[src/rtl/pulse_digit_counter.sv]
// pulse_digit_counter: counts heartbeat pulses per fixed window as three BCD
// digits, then emits hundreds/tens/ones on q_out with a one-cycle iden strobe.
// Build option: define PDC_DEBOUNCE_EN to insert a stability filter of
// DEB_CYCLES cycles between the synchronizer and the edge detector.
module pulse_digit_counter #(
  parameter int unsigned WINDOW_CYCLES = 100000000,
  parameter int unsigned DEB_CYCLES    = 16
) (
  input  logic       clk,
  input  logic       rst,
  input  logic       pulse_in,
  output logic       iden,
  output logic [3:0] q_out,
  output logic       ovf
);

  localparam int unsigned WIN_W = (WINDOW_CYCLES > 1) ? $clog2(WINDOW_CYCLES) : 1;
  localparam logic [WIN_W-1:0] WIN_LAST = WIN_W'(WINDOW_CYCLES - 1);

  typedef enum logic [1:0] {
    IDLE   = 2'd0,
    EMIT_H = 2'd1,
    EMIT_T = 2'd2,
    EMIT_O = 2'd3
  } state_t;

  logic             sync_meta;
  logic             sync_q;
  logic [1:0]       fill;
  logic             level;
  logic             level_q;
  logic             armed;
  logic             beat;
  logic [WIN_W-1:0] win_cnt;
  logic             terminal;
  logic [3:0]       acc_h, acc_t, acc_o;
  logic             acc_ovf;
  logic [3:0]       inc_h, inc_t, inc_o;
  logic             inc_ovf;
  logic [3:0]       snap_t, snap_o;
  logic             snap_ovf;
  state_t           state_q, state_d;
  logic             iden_d;
  logic [3:0]       q_d;
  logic             ovf_d;

  // Two-flop synchronizer; fill marks when sync_q carries a real post-reset sample
  always_ff @(posedge clk) begin
    if (rst) begin
      sync_meta <= 1'b0;
      sync_q    <= 1'b0;
      fill      <= 2'b00;
    end else begin
      sync_meta <= pulse_in;
      sync_q    <= sync_meta;
      fill      <= {fill[0], 1'b1};
    end
  end

`ifdef PDC_DEBOUNCE_EN
  localparam int unsigned DEB_W = (DEB_CYCLES > 1) ? $clog2(DEB_CYCLES) : 1;
  localparam logic [DEB_W-1:0] DEB_LAST = DEB_W'(DEB_CYCLES - 1);

  logic [DEB_W-1:0] deb_cnt;
  logic             filt;

  // Filtered level follows sync_q only after it has differed for DEB_CYCLES cycles
  always_ff @(posedge clk) begin
    if (rst) begin
      deb_cnt <= '0;
      filt    <= 1'b0;
    end else if (sync_q == filt) begin
      deb_cnt <= '0;
    end else if (deb_cnt == DEB_LAST) begin
      deb_cnt <= '0;
      filt    <= sync_q;
    end else begin
      deb_cnt <= deb_cnt + DEB_W'(1);
    end
  end

  assign level = filt;
`else
  logic unused_deb;
  assign unused_deb = (DEB_CYCLES == 0);
  assign level = sync_q;
`endif

  // Rising-edge detector; armed only once the real input was seen low after reset,
  // so an input already high at reset release is not counted
  always_ff @(posedge clk) begin
    if (rst) begin
      level_q <= 1'b0;
      armed   <= 1'b0;
    end else begin
      level_q <= level;
      if (fill[1] && !sync_q) armed <= 1'b1;
    end
  end

  assign beat = level & ~level_q & armed;

  // Free-running window counter, wraps after the terminal cycle
  always_ff @(posedge clk) begin
    if (rst || terminal) win_cnt <= '0;
    else                 win_cnt <= win_cnt + WIN_W'(1);
  end

  assign terminal = (win_cnt == WIN_LAST);

  // Saturating BCD increment of the accumulator by the current beat
  always_comb begin
    inc_h   = acc_h;
    inc_t   = acc_t;
    inc_o   = acc_o;
    inc_ovf = acc_ovf;
    if (beat) begin
      if (acc_h == 4'd9 && acc_t == 4'd9 && acc_o == 4'd9) begin
        inc_ovf = 1'b1;
      end else if (acc_o != 4'd9) begin
        inc_o = acc_o + 4'd1;
      end else begin
        inc_o = 4'd0;
        if (acc_t != 4'd9) begin
          inc_t = acc_t + 4'd1;
        end else begin
          inc_t = 4'd0;
          inc_h = acc_h + 4'd1;
        end
      end
    end
  end

  // Accumulate; on the terminal cycle capture the closing count (incl. its beat) and restart
  always_ff @(posedge clk) begin
    if (rst) begin
      acc_h    <= 4'd0;
      acc_t    <= 4'd0;
      acc_o    <= 4'd0;
      acc_ovf  <= 1'b0;
      snap_t   <= 4'd0;
      snap_o   <= 4'd0;
      snap_ovf <= 1'b0;
    end else if (terminal) begin
      acc_h    <= 4'd0;
      acc_t    <= 4'd0;
      acc_o    <= 4'd0;
      acc_ovf  <= 1'b0;
      snap_t   <= inc_t;
      snap_o   <= inc_o;
      snap_ovf <= inc_ovf;
    end else begin
      acc_h    <= inc_h;
      acc_t    <= inc_t;
      acc_o    <= inc_o;
      acc_ovf  <= inc_ovf;
    end
  end

  // Emission FSM state register
  always_ff @(posedge clk) begin
    if (rst) state_q <= IDLE;
    else     state_q <= state_d;
  end

  // Next state and next outputs; the hundreds digit goes straight to the output
  // register from the increment path, so it needs no snapshot copy
  always_comb begin
    state_d = state_q;
    iden_d  = 1'b0;
    q_d     = 4'd0;
    ovf_d   = 1'b0;
    case (state_q)
      IDLE: begin
        if (terminal) begin
          state_d = EMIT_H;
          iden_d  = 1'b1;
          q_d     = inc_h;
          ovf_d   = inc_ovf;
        end
      end
      EMIT_H: begin
        state_d = EMIT_T;
        iden_d  = 1'b1;
        q_d     = snap_t;
        ovf_d   = snap_ovf;
      end
      EMIT_T: begin
        state_d = EMIT_O;
        iden_d  = 1'b1;
        q_d     = snap_o;
        ovf_d   = snap_ovf;
      end
      EMIT_O: begin
        state_d = IDLE;
      end
      default: begin
        state_d = IDLE;
      end
    endcase
  end

  // Registered outputs, aligned with the state they describe
  always_ff @(posedge clk) begin
    if (rst) begin
      iden  <= 1'b0;
      q_out <= 4'd0;
      ovf   <= 1'b0;
    end else begin
      iden  <= iden_d;
      q_out <= q_d;
      ovf   <= ovf_d;
    end
  end

endmodule
[config.mk]
export PLATFORM = sky130hd
export DESIGN_NAME = pulse_digit_counter
export DESIGN_NICKNAME = d
export VERILOG_FILES = /design/src/rtl/pulse_digit_counter.sv
export SDC_FILE = /design/constraint.sdc
export NUM_CORES = 1
export LEC_CHECK = 0
export CAP_MARGIN = 0
export CORE_MARGIN = 5
export CORE_UTILIZATION = 58
export DETAILED_ROUTE_END_ITERATION = 7
export PLACE_DENSITY = 0.82
export SYNTH_ARGS = -nofsm -noshare
export SYNTH_HDL_FRONTEND = slang
export SYNTH_SLANG_ARGS = --single-unit
[constraint.sdc]
create_clock -name clk -period 3.5 [get_ports clk]
set_clock_uncertainty 0.2 [all_clocks]
set_input_delay 0.525 -clock clk [delete_from_list [all_inputs] [get_ports clk]]
set_output_delay 0.525 -clock clk [all_outputs]
set_load 0.02 [all_outputs]
After elaboration in Yosys (flattened, before gate mapping). Cells that the tools add are included.

Register bits after elaboration: 63. Word-level logic and storage cells: 65. Input port bits: 3. Output and inout port bits: 6.

Equal/unequal tests: 10. Reduce and logical (&&, ||, !) cells: 8. Bitwise logic cells: 3. $add $sub $neg: 4. Mux-type cells: 22.

Operator list (number): two-way mux 4 bit (12); adder 27 x 1 -> 27 bit (second input constant) (1); == test 27 bit (second input constant) (1); adder 4 x 1 -> 4 bit (second input constant) (3); == test 4 bit (second input constant) (3); one-hot mux 4 bit (3 select lines) (1); inequality test 4 bit (second input constant) (2); one-hot mux 2 bit (4 select lines) (1); two-way mux 1 bit (5); == test 2 bit (second input constant) (2); one-hot mux 1 bit (2 select lines) (2); OR reduction 2 bit (2); logical AND 1 bit (3); AND 1 bit (2); == test 2 x 1 -> 1 bit (second input constant) (1); logical NOT 2 bit (1); two-way mux 2 bit (1); inequality test 2 bit (second input constant) (1); logical NOT 1 bit (1); logical OR 1 bit (1); inverter 1 bit (1).

Depth between registers and ports, before layout. Gate-level depths: netlist of run 1.

Word-level depth: 7. Depth in mapped cells: 8.

Worst setup path after synthesis of run 1. OpenSTA, ideal clock, no wires.

Kind: register to register. Start point: register win_cnt[0]. End point: register acc_t[2]. Stages on the path, launching flop included: 9. Data arrival time: 1672 ps. Required time: 3179 ps. Buffers on the path: 2. Slack: 1508 ps. Path through: dfxtp_1 > ha_1 > and4_1 > nand3_2 > nor3_2 > or2_2 > buf_4 > buf_6 > nor2_1.

Cells in the longest elaborated chain, start to end: 2.

Ends and longest elaborated chain: from (decl) (RTL line 34) `logic [WIN_W-1:0] win_cnt;`; from (signal assigned) (RTL line 106) `else win_cnt <= win_cnt + WIN_W'(1);`; == test 27 bit (RTL line 109) `assign terminal = (win_cnt == WIN_LAST);`; OR reduction 2 bit (no source line); to (signal assigned) (RTL line 154) `acc_t <= inc_t;`; to (decl) (RTL line 36) `logic [3:0] acc_h, acc_t, acc_o;`.

Every way passes these cells. A chain may end at the register's enable or synchronous reset.

Final worst setup path of run 1.
Start point: register win_cnt[0]. End point: register win_cnt[7].

Cells in the longest elaborated chain, start to end: 2.

Ends and longest elaborated chain: branches (longest 2 deep; another with adder 27 x 1 -> 27 bit).

Several ways; the timed one is not identified.

==> flow_summary.json, run 1 <==
{
  "grt_usage_pct": 18.5,
  "crit_path_end_kind": "register",
  "postCtsSetupBuffers": 0,
  "nets": 328,
  "fin_setup_tns_ns": 0,
  "cts_tree": "yes",
  "crit_slowest_cell": "or2_2",
  "peakVddDrop_mv": 0.318,
  "min_path_type": "reg2reg",
  "max_slew_margin_pct": 48.2,
  "min_period_ns": 2.44,
  "max_stage_delay_ns": 0.59,
  "tightest_slew_ns": 0.770,
  "hold_viol": 0,
  "detail_route.wirelength_mm": 5.17,
  "fin_area_mm2": 0.00313,
  "antenna_cells": 0,
  "die_area_mm2": 0.00636,
  "vias": 2131,
  "synth_cells": 309,
  "drt-pass1-iter-count": 4,
  "ant_nets": 0,
  "clockRootBuffer": "clkbuf_8",
  "yosys.cell_count.top_type": "dfxtp_1",
  "cts_made_buffers": 9,
  "finalMaxSlewViolations": 0,
  "p_per_area_mw_per_mm2": 476,
  "start_util_pct": 59.8,
  "r2r_setup_slack_ns": 1.06,
  "grt_pass1_vias": 2048,
  "htreeDepth": 3,
  "ys_types": 50,
  "synth_area_mm2": 0.00282,
  "reg2reg_from": "win_cnt[0]$_SDFF_PP0_",
  "synth-edff-count": 0,
  "syn2layout_area_growth_pct": 10.8,
  "path_max_fanout": 34,
  "cts.repair.resized": 0,
  "synth_top_area_share_pct": 44.7,
  "synth_seq_area_share_pct": 44.7,
  "place_area_mm2": 0.00292,
  "yosys_warnings": 0,
  "cts.reportedPaths.clkPinSlew_ns": 0.06,
  "p_leak_nw": 1.11,
  "ys.flop_type": "dfxtp_1",
  "grt_pass1_wl_mm": 8.96,
  "crit_path_start": "win_cnt[0]$_SDFF_PP0_",
  "drc": 0,
  "hpwlAfterDp_mm": 3.42,
  "p_total_w": 0.00149,
  "placementRows": 25,
  "worstSetupPathType": "reg2reg",
  "crit_required_ns": 3.50,
  "synth_largest_area_cell": "dfxtp_1",
  "async_flop_share_pct": 0,
  "drive_gt1_share_pct": 9.63,
  "fmax_ghz": 0.410,
  "grt-ovfl-total": 0,
  "viasPerCell": 5.48,
  "chipHeight_um": 79.8,
  "crit_chain": "ha_1 -> and4_1 -> nand3_2 -> nor3_2 -> or2_2 -> nor2_1",
  "port_buffers": 8,
  "setup_viol": 0,
  "clock_latency_ns": 0.33,
  "synthTopCellsByCount": "dfxtp_1, nor2_1, nand2_1, xor2_1",
  "synth_nets": 319,
  "cp_data_arrival_time_ns": 2.44,
  "drt_iter0_drc": 106,
  "antenna_found_initial": 0,
  "cp-start-kind": "register",
  "r2r_cells": 6,
  "die_w_um": 79.8,
  "wire_per_inst_um": 13.3,
  "status": "finished clean",
  "cts_sinks": 63,
  "synth_seq_cells": 63,
  "grt_max_degree": 35,
  "drv_cap": 0,
  "cts.path.max_buffers": 2,
  "core_area_mm2": 0.00472,
  "pin_count": 9,
  "hold_buffers": 0,
  "syn_avg_cell_area_um2": 9.13,
  "crit_end": "win_cnt[7]$_SDFF_PP0_",
  "rsz0062_at_grt": "no",
  "synth_area_leaders": "dfxtp_1, nor2_1, xor2_1",
  "post-route-period-util_pct": 69.7,
  "gp_congestion": 0.825,
  "timing.rr.end": "win_cnt[7]$_SDFF_PP0_"
}
[routing by layer]
layer	wire length (um)	vias to the layer above	global-route usage, %
met1	2310	990	20.7
met4	114	0	8.45
li1	-	1089	-
met5	0	-	0
met3	198	14	6.43
met2	2550	38	31.4
[cell usage in the layout (no fill, tap or decap), types with 4 or more instances in the layout]
cell type and instances:
a211oi_1 5, nor2b_1 5, xnor2_1 12, and3_1 5
clkdlybuf4s50_1 8, xor2_1 14, and4_1 4, nand2_1 20
ha_1 7, o22ai_1 6, a22oi_1 4, nand3_1 11
nand4_1 9, dfxtp_1 63, o21ai_0 7, clkbuf_8 10
inv_1 13, a21oi_1 13, nor2_1 60
[area by class of cell]
type | count | area (um2)
fill | 370 | 1600
tap | 67 | 83.8
inverter | 13 | 48.8
multi-input combinational | 222 | 1440
timing repair buffer | 9 | 87.6
sequential | 63 | 1260
clock buffer | 11 | 141
clock inverter | 4 | 70.1
[worst min path at each step]
stage	start	endpoint	slack, ns	cells after the start
after floorplan	fill[0]$_DFF_P_	fill[1]$_SDFF_PP0_	0.21	1
after global placement	fill[0]$_DFF_P_	fill[1]$_SDFF_PP0_	0.22	1
after detailed placement	fill[0]$_DFF_P_	fill[1]$_SDFF_PP0_	0.23	1
after CTS	fill[0]$_DFF_P_	fill[1]$_SDFF_PP0_	0.25	1
after global routing	fill[0]$_DFF_P_	fill[1]$_SDFF_PP0_	0.26	1
final	fill[0]$_DFF_P_	fill[1]$_SDFF_PP0_	0.24	1
[through the flow]
| stage | std cells | util (%) | hold WS [ns] | setup WS (ns) |
|---|---|---|---|---|
| after global routing | 389 | 66.2 | 0.257 | 0.829 |
| after detailed placement | 374 | 61.7 | 0.229 | 1.03 |
| after floorplan | 309 | - | 0.214 | 1.51 |
| after CTS | 389 | 66.2 | 0.246 | 1.01 |
| final | 389 | 66.2 | 0.239 | 1.06 |
| after global placement | 374 | 61.7 | 0.217 | 1.17 |
[sequential cells by signal, summed over array words and instances, names as in the netlist]
register / cells
acc_h: 4
acc_o: 4
acc_ovf: 1
acc_t: 4
armed: 1
fill: 2
iden: 1
level: 1
level_q: 1
ovf: 1
q_out: 4
snap_o: 4
snap_ovf: 1
snap_t: 4
state_q: 2
sync_meta: 1
win_cnt: 27
[critical path: cells and delay by family (launching register included)]
family,cells,cell delay [ns]
simple gates,5,1.50
fa+ha+maj,1,0.23
flops,1,0.37
[kinds of logic after synthesis]
| logic type | count (synthesis) | share of synthesized area [%] |
|---|---|---|
| flip-flops | 63 | 44.7 |
| buffers and inverters | 24 | 4.48 |
| multiplexers | 3 | 1.11 |
| adder cells (fa/ha/maj) | 7 | 3.10 |
| AO/OA/AOI/OAI | 47 | 12.1 |
| AND/OR/NAND/NOR | 139 | 26.5 |
| XOR/XNOR | 26 | 8.07 |
[power breakdown]
group	internal (W)	total, W	switching [W]
Combinational	0.0000284	0.0000733	0.0000450
Clock	0.000414	0.000675	0.000261
Sequential	0.000731	0.000741	0.0000105
Total	0.00117	0.00149	0.000316
Power figures use the tool's default switching activity.
==> run 2, diff against run 1 <==
- clock period: 3.5 -> 2.35 ns (I/O delays scaled with it)
==> run 2 against run 1 <==
Against the previous run: final area rose by 1.8%; final cell count increased by 1.8%; critical path depth rose by 1; via count rose by 2.7%; sequential cell count did not move; first-iteration DRC count increased by 37%; largest power group unchanged; highest routed layer unchanged.
==> flow_summary.json, run 2 (same netlist as run 1, synthesis figures left out) <==
{
  "post-route-period-util_pct": 90.2,
  "port_buffers": 8,
  "path_max_fanout": 19,
  "die_area_mm2": 0.00636,
  "pin_count": 9,
  "cts.path.max_buffers": 2,
  "peakVddDrop_mv": 0.425,
  "p_per_area_mw_per_mm2": 714,
  "postCtsSetupBuffers": 0,
  "p_sw_share_pct": 21.4,
  "finalMaxSlewViolations": 0,
  "final_cell_mix": "dfxtp_1, nor2_1, nand2_1, xor2_1",
  "wire_per_inst_um": 13.7,
  "viasPerCell": 5.53,
  "worstSetupPathType": "reg2reg",
  "core_area_mm2": 0.00472,
  "drc": 0,
  "largest_register_ffs": 27,
  "cts_made_buffers": 9,
  "drt-pass1-iter-count": 4,
  "clockRootBuffer": "clkbuf_8",
  "cts_tree": "yes",
  "syn2layout_area_growth_pct": 12.9,
  "min_path_type": "reg2reg",
  "placementRows": 25,
  "drv_cap": 0,
  "grt_pass1_vias": 2110,
  "clock_latency_ns": 0.33,
  "tightest_slew_ns": 0.471,
  "grt_max_degree": 24,
  "crit_path_end_kind": "register",
  "p_sw_w": 0.000486,
  "worst_slack_ns": 0.231,
  "antenna_cells": 0,
  "cts_sinks": 63,
  "grt-ovfl-total": 0,
  "regMostFlops": "win_cnt",
  "fin_util_pct": 67.4,
  "cts.reportedPaths.clkPinSlew_ns": 0.06,
  "crit_slowest_cell": "dfxtp_1",
  "drt_iter0_drc": 145,
  "pwr-share-comb_pct": 5.1,
  "nets": 334,
  "place_ws_ns": 0.242,
  "antenna_found_initial": 0,
  "hold_viol": 0,
  "cts.repair.resized": 0,
  "min_period_ns": 2.12,
  "p_leak_nw": 1.14,
  "detail_route.wirelength_mm": 5.42,
  "chipHeight_um": 79.8,
  "htreeDepth": 3,
  "grt_usage_pct": 19.2,
  "gp_congestion": 0.842,
  "crit_required_ns": 2.37,
  "fmax_ghz": 0.472,
  "grt_pass1_wl_mm": 9.49,
  "status": "finished clean",
  "cp-start-kind": "register",
  "max_slew_margin_pct": 68.5,
  "max_stage_delay_ns": 0.37,
  "setup_viol": 0,
  "vias": 2189,
  "fin_setup_tns_ns": 0,
  "cp_data_arrival_time_ns": 2.14,
  "rsz0062_at_grt": "no",
  "seq_power_share_pct": 48.6,
  "clockPowerShare_pct": 46.3,
  "hold_buffers": 0,
  "ant_nets": 0,
  "drive_gt1_share_pct": 11.2,
  "hpwlAfterDp_mm": 3.67,
  "die_w_um": 79.8,
  "cellInternalPower_w": 0.00179,
  "start_util_pct": 59.8,
  "crit_chain": "ha_1 -> and4_1 -> nand3_2 -> nor3_4 -> buf_4 -> mux2i_1 -> nor2_1",
  "final_common_cell": "dfxtp_1"
}
## run 2: changes by cell type in the layout (fill, tap and decap cells not counted)
cell and delta:
buf_4 +6, clkbuf_1 +1, clkbuf_8 +1, clkinv_2 -1
## run 2: worst paths after layout
path	cells after the start	slack, ns	endpoint	from
setup reg to reg	7	0.23	snap_t[0]$_SDFFE_PP0N_	win_cnt[0]$_SDFF_PP0_
hold / removal	1	0.24	level$_SDFF_PP0_	sync_meta$_SDFF_PP0_
hold reg to reg	1	0.24	level$_SDFF_PP0_	sync_meta$_SDFF_PP0_
setup / recovery	7	0.23	snap_t[0]$_SDFFE_PP0N_	win_cnt[0]$_SDFF_PP0_
## run 2: final cells by class
cell class,count,area [um2]
Clock buffer,13,159
Clock inverter,3,65.1
Fill cell,374,1540
Inverter,13,48.8
Multi-Input combinational cell,222,1440
Sequential cell,63,1260
Tap cell,67,83.8
Timing Repair Buffer,15,133
## run 2: per-stage QoR
step,instance area (um2),hold WS [ns],total power (W),instances
floorplan,2820,0.214,0.00121,309
global placement,2960,0.218,0.00124,380
detailed placement,2960,0.233,0.00125,380
CTS,3190,0.247,0.00229,396
global route,3190,0.261,0.00235,396
finish,3190,0.239,0.00227,396
## run 2: power by group through the flow
stage	combinational (W)	sequential [W]	clock (W)
after global placement	0.000110	0.00113	0
final	0.000117	0.00110	0.00105
after CTS	0.000117	0.00110	0.00107
after floorplan	0.0000837	0.00113	0
after detailed placement	0.000117	0.00113	0
after global routing	0.000132	0.00111	0.00112
## run 2: metal layers
metal / vias up / GRT usage (%) / part of all wire [%]
met5: - / 0 / 0
met4: 0 / 9.80 / 2.7
met3: 16 / 4.40 / 2.9
met2: 27 / 31.1 / 49
met1: 1040 / 23.9 / 45
li1: 1106 / - / -
## run 2: critical path: cells and delay by family, from the launching register on
kind          cells  cell delay, ns
mux               1            0.22
fa+ha+maj         1            0.24
simple gates      4            0.72
flops             1            0.37
buf+inv           1            0.26
